<file path="config.mk">
export PLATFORM = sky130hd
export DESIGN_NAME = fsm_leer_rtc
export DESIGN_NICKNAME = d
export VERILOG_FILES = /design/src/rtl/fsm_leer_rtc.sv
export SDC_FILE = /design/constraint.sdc
export NUM_CORES = 1
export LEC_CHECK = 0
export BUFFER_PORTS_ARGS = -buffer_cell sky130_fd_sc_hd__buf_4
export CORE_MARGIN = 2
export CORE_UTILIZATION = 40
export CTS_CLUSTER_DIAMETER = 100
export DETAILED_ROUTE_END_ITERATION = 8
export GPL_ROUTABILITY_DRIVEN = 0
export GPL_TIMING_DRIVEN = 0
export PLACE_DENSITY_LB_ADDON = 0.1
export RECOVER_POWER = 25
export SYNTH_ARGS = -nofsm -noshare
export SYNTH_HDL_FRONTEND = slang
export SYNTH_SLANG_ARGS = --single-unit
</file>
<file path="constraint.sdc">
create_clock -name clk -period 5 [get_ports clk]
set_input_delay 0.5 -clock clk [delete_from_list [all_inputs] [get_ports clk]]
set_output_delay 0.5 -clock clk [all_outputs]
set_load 0.05 [all_outputs]
</file>
<file path="src/rtl/fsm_leer_rtc.sv">
// Read-side RTC bus sequencer: sends the transfer command, then reads N_REG registers as address/read pairs.
// Read bytes land in shadow registers and are committed to reg_data together, so a partial set is never visible.
module fsm_leer_rtc #(
  parameter int         N_REG     = 6,
  parameter logic [7:0] BASE_ADDR = 8'h21,
  parameter logic [7:0] XFER_CMD  = 8'hF0,
  parameter int         WAIT_MAX  = 255
) (
  input  logic                 clk,
  input  logic                 reset,
  input  logic                 Inicio_R,
  input  logic                 Final_WR,
  input  logic [7:0]           dato_in,
  output logic [4:0]           ctrl_R,
  output logic                 op_start,
  output logic                 op_rd,
  output logic [7:0]           dir_out,
  output logic [8*N_REG-1:0]   reg_data,
  output logic                 listo,
  output logic                 ocupado,
  output logic                 error
);

  // Handshake: op_start pulses in the first cycle of a bus step, with op_rd/dir_out
  // already valid and held for the whole step; the step ends in the first later cycle
  // where Final_WR=1 (Final_WR in the op_start cycle itself is ignored).

  typedef enum logic [2:0] {
    S_IDLE = 3'd0,
    S_XFER = 3'd1,
    S_ADDR = 3'd2,
    S_READ = 3'd3,
    S_DONE = 3'd4
  } state_t;

  state_t               r_state, w_state_n;
  logic [3:0]           r_idx, w_idx_n;
  logic                 r_first, w_first_n;
  logic [7:0]           r_cnt, w_cnt_n;
  logic                 r_error, w_err_n;
  logic [4:0]           r_ctrl, w_ctrl_n;
  logic                 r_op_rd, w_rd_n;
  logic [7:0]           r_dir, w_dir_n;
  logic                 r_listo;
  logic [8*N_REG-1:0]   r_shadow, r_reg;
  logic                 w_cap, w_commit, w_clr_shadow;

  always_comb begin
    w_state_n    = r_state;
    w_idx_n      = r_idx;
    w_first_n    = 1'b0;
    w_cnt_n      = r_cnt;
    w_err_n      = r_error;
    w_cap        = 1'b0;
    w_commit     = 1'b0;
    w_clr_shadow = 1'b0;
    case (r_state)
      S_IDLE: begin
        if (Inicio_R) begin
          w_state_n    = S_XFER;
          w_idx_n      = 4'd0;
          w_first_n    = 1'b1;
          w_err_n      = 1'b0;
          w_clr_shadow = 1'b1;
        end
      end
      S_XFER, S_ADDR, S_READ: begin
        if (r_first) begin
          w_cnt_n = 8'd0;
        end else if (Final_WR) begin
          w_first_n = 1'b1;
          if (r_state == S_XFER) begin
            w_state_n = S_ADDR;
            w_idx_n   = 4'd0;
          end else if (r_state == S_ADDR) begin
            w_state_n = S_READ;
          end else begin
            w_cap = 1'b1;
            if (r_idx == 4'(N_REG - 1)) begin
              w_state_n = S_DONE;
              w_first_n = 1'b0;
            end else begin
              w_state_n = S_ADDR;
              w_idx_n   = r_idx + 4'd1;
            end
          end
        end else if (r_cnt == 8'(WAIT_MAX - 1)) begin
          // Generator never answered: abandon the sequence, keep the last committed set.
          w_state_n    = S_IDLE;
          w_err_n      = 1'b1;
          w_clr_shadow = 1'b1;
        end else begin
          w_cnt_n = r_cnt + 8'd1;
        end
      end
      S_DONE: begin
        w_commit  = 1'b1;
        w_state_n = S_IDLE;
      end
      default: w_state_n = S_IDLE;
    endcase

    w_ctrl_n = 5'd0;
    w_rd_n   = 1'b0;
    w_dir_n  = 8'd0;
    case (w_state_n)
      S_XFER: begin
        w_ctrl_n = 5'd1;
        w_dir_n  = XFER_CMD;
      end
      S_ADDR: begin
        w_ctrl_n = 5'd2 + {w_idx_n, 1'b0};
        w_dir_n  = BASE_ADDR + {4'd0, w_idx_n};
      end
      S_READ: begin
        w_ctrl_n = 5'd3 + {w_idx_n, 1'b0};
        w_rd_n   = 1'b1;
        w_dir_n  = BASE_ADDR + {4'd0, w_idx_n};
      end
      S_DONE:  w_ctrl_n = 5'(2 * N_REG + 2);
      default: w_ctrl_n = 5'd0;
    endcase
  end

  always_ff @(posedge clk) begin
    if (reset) begin
      r_state  <= S_IDLE;
      r_idx    <= 4'd0;
      r_first  <= 1'b0;
      r_cnt    <= 8'd0;
      r_error  <= 1'b0;
      r_ctrl   <= 5'd0;
      r_op_rd  <= 1'b0;
      r_dir    <= 8'd0;
      r_listo  <= 1'b0;
      r_shadow <= '0;
      r_reg    <= '0;
    end else begin
      r_state <= w_state_n;
      r_idx   <= w_idx_n;
      r_first <= w_first_n;
      r_cnt   <= w_cnt_n;
      r_error <= w_err_n;
      r_ctrl  <= w_ctrl_n;
      r_op_rd <= w_rd_n;
      r_dir   <= w_dir_n;
      r_listo <= (w_state_n == S_DONE);
      if (w_clr_shadow) begin
        r_shadow <= '0;
      end else begin
        for (int i = 0; i < N_REG; i++) begin
          if (w_cap && r_idx == 4'(i)) r_shadow[8*i +: 8] <= dato_in;
        end
      end
      if (w_commit) r_reg <= r_shadow;
    end
  end

  assign ctrl_R   = r_ctrl;
  assign op_start = r_first;
  assign op_rd    = r_op_rd;
  assign dir_out  = r_dir;
  assign reg_data = r_reg;
  assign listo    = r_listo;
  assign ocupado  = (r_state != S_IDLE);
  assign error    = r_error;

endmodule

</file>
==> metrics.cfg <==
[clock_tree]
cts-htree-levels=4
ctsHoldBuffers=0
cts_resized=0
clock-sinks=127
cts-root-buf=clkbuf_16
clock_latency_ns=0.41
cts.clk_slew.worst_paths_ns=0.05
post-cts-setup-buffers=0
clk_path_buf_depth=2
numCtsBuffers=17
cts_tree=built

[route]
postRouteAntennaNets=0
viasPerCell=4.99
dr.pass1.iters=4
drc_errors=0
via_count=4066
drtIter0Drc=160
drt-total-wl_um=11700
wl_per_cell_um=14.3

[synth]
synth_area_leader_cell=dfxtp_1
synth-seq-area-share=0.526
synth_area_sq_um=4840
synth_edf_count=0
synth_flop_cell=dfxtp_1
synth_most_common_cell=nand2_1
synth_top_area_share=0.526
syn-num-nets=582
synthTopCellsByCount=nand2_1, dfxtp_1, a21oi_1
synthCells=563
synthTopCellsByArea=dfxtp_1, nand2_1, a21oi_1
synth.distinct_cells=52
ys_async_sr_fraction=0
ys_ff_latch=127
avgSynthCellArea_sq_um=8.59
yosysWarningCount=0

[setup_path]
r2r_start=r_idx[1]
worstSetupStartpoint=r_idx[1]
criticalPathCategory=reg2reg
arrival_ns=2.48
ff2ff_path_depth=9
crit_fanout=10
crit_path_end_kind=register
critPathLaunchType=register
critical_path_required_ns=5.27

[global_route]
grt_max_degree=17
antenna_found_initial=0
grt_pass1_wl_um=19000
grt_usage=0.189
first_global_vias=3876
overflow=0

[floorplan]
ios=78
core_sq_um=11900
die_width_um=114
die_area_sq_um=13000
rows=40
start_util=0.406
die_h_um=114

[sta]
period_minus_slack_ns=2.21
setup-tns-final_ns=0
slew_headroom=0.565
worst_pin_slew_ns=0.653
finalHoldViolCount=0
clock_skew_ns=0.00655
max_clock_freq_mhz=451
drv_slew=0
setup_viol=0
grt_setup_unrepaired=no
finalCritPeriodShare=0.443

[cells_and_area]
layoutNonFillerInstCount=815
multiInputGateArea_sq_um=2070
regArea_sq_um=2540
diodes=0
nets=677
drive_gt1_frac=0.121
fillers=1235
syn2layout_area_growth_pct=23.3

[worst_hold_path]
hp-class=in2reg
hold_start=Inicio_R
hold_depth=3

[placed_design]
dp.cells=786
port_buffers=76
dp_hpwl_um=8230

[job]
cap_violations=0

[run_status]
outcome=completed

[pwr]
p_int_uw=1790
leakagePower_uw=0.00222
p_sw_frac=0.223
ir_drop_v=0.000178
p_sw_uw=513
p_clk_frac=0.496
p_per_area_nw_per_um2=386
seqPwrFrac=0.446
combPwrFrac=0.058

[worst paths after layout]
path                   to  slack, ns
max             ctrl_R[3]       2.79
min              op_start       0.40
min reg2reg  reg_data[21]       0.45
max reg2reg     ctrl_R[3]       2.79
[critical path, cell delays in order (launching register included)]
cell and delay (ns):
dfxtp_1 0.40, inv_1 0.11, ha_1 0.22, clkbuf_1 0.22, nand3b_1 0.16, a31oi_1 0.09, a31oi_1 0.36, ha_1 0.27
xnor2_1 0.15, o22ai_1 0.11
[registers in the layout, indices dropped and copies added, names as in the netlist]
name      count
dir_out       7
op_rd         1
listo         1
r_idx         4
r_shadow     48
error         1
r_state       3
r_cnt         8
ctrl_R        5
op_start      1
reg_data     48
[power by group through the flow]
stage	registers (uW)	logic [uW]	clock network, uW
floorplan	1070	67.7	0
finish	1030	135	1140
CTS	1030	140	1170
detailed placement	1050	140	0
global placement	1050	139	0
global route	1030	145	1210
[logic make-up (layout without fill, tap and decap cells)]
| logic type | count (synthesis) | after routing | share of synthesized area |
|---|---|---|---|
| buffers and inverters | 50 | 155 | 0.0453 |
| XOR/XNOR | 5 | 5 | 0.00906 |
| adder cells (fa/ha/maj) | 7 | 7 | 0.0181 |
| multiplexers | 26 | 26 | 0.0538 |
| flip-flops | 127 | 127 | 0.526 |
| AO/OA/AOI/OAI | 109 | 109 | 0.128 |
| AND/OR/NAND/NOR | 239 | 239 | 0.220 |
[per-layer routing]
metal	up-vias	GRT usage	share of wire
met4	0	0.0862	0.017
met1	1882	0.255	0.50
li1	2085	-	-
met2	84	0.283	0.44
met5	-	0	0
met3	15	0.0537	0.050
[stage by stage]
stage | area [sq um] | util | worst slack [ns] | hold WS (ns) | total power (uW)
floorplan | 4840 | - | 3.02 | 0.431 | 1140
global placement | 5590 | 0.469 | 2.83 | 0.446 | 1190
detailed placement | 5590 | 0.469 | 2.80 | 0.447 | 1190
CTS | 6130 | 0.515 | 2.77 | 0.382 | 2330
global route | 5960 | 0.500 | 2.61 | 0.393 | 2390
finish | 5960 | 0.500 | 2.79 | 0.403 | 2300
[final cells by class]
cell class              instances  area share
multi-input cells             386       0.348
well taps                     147      0.0309
clock inverters                 8      0.0155
clock buffers                  21      0.0756
repair buffers                 76      0.0668
flip-flops and latches        127       0.427
inverters                      12     0.00756
plain buffers                  38      0.0292
[placed cells by master, fill, tap and decap left out, drive strengths merged, types with 3 or more instances in the layout]
master	instances
xnor2	4
dfxtp	127
clkinv	5
nand3	28
nor3	4
a31oi	4
or3	3
mux2i	26
clkbuf	88
nor2b	5
buf	47
ha	7
inv	12
o22ai	3
nand2	135
a21oi	78
o21ai	7
o211ai	3
nor2	41
Note: power is estimated with default switching activity, not from simulation.
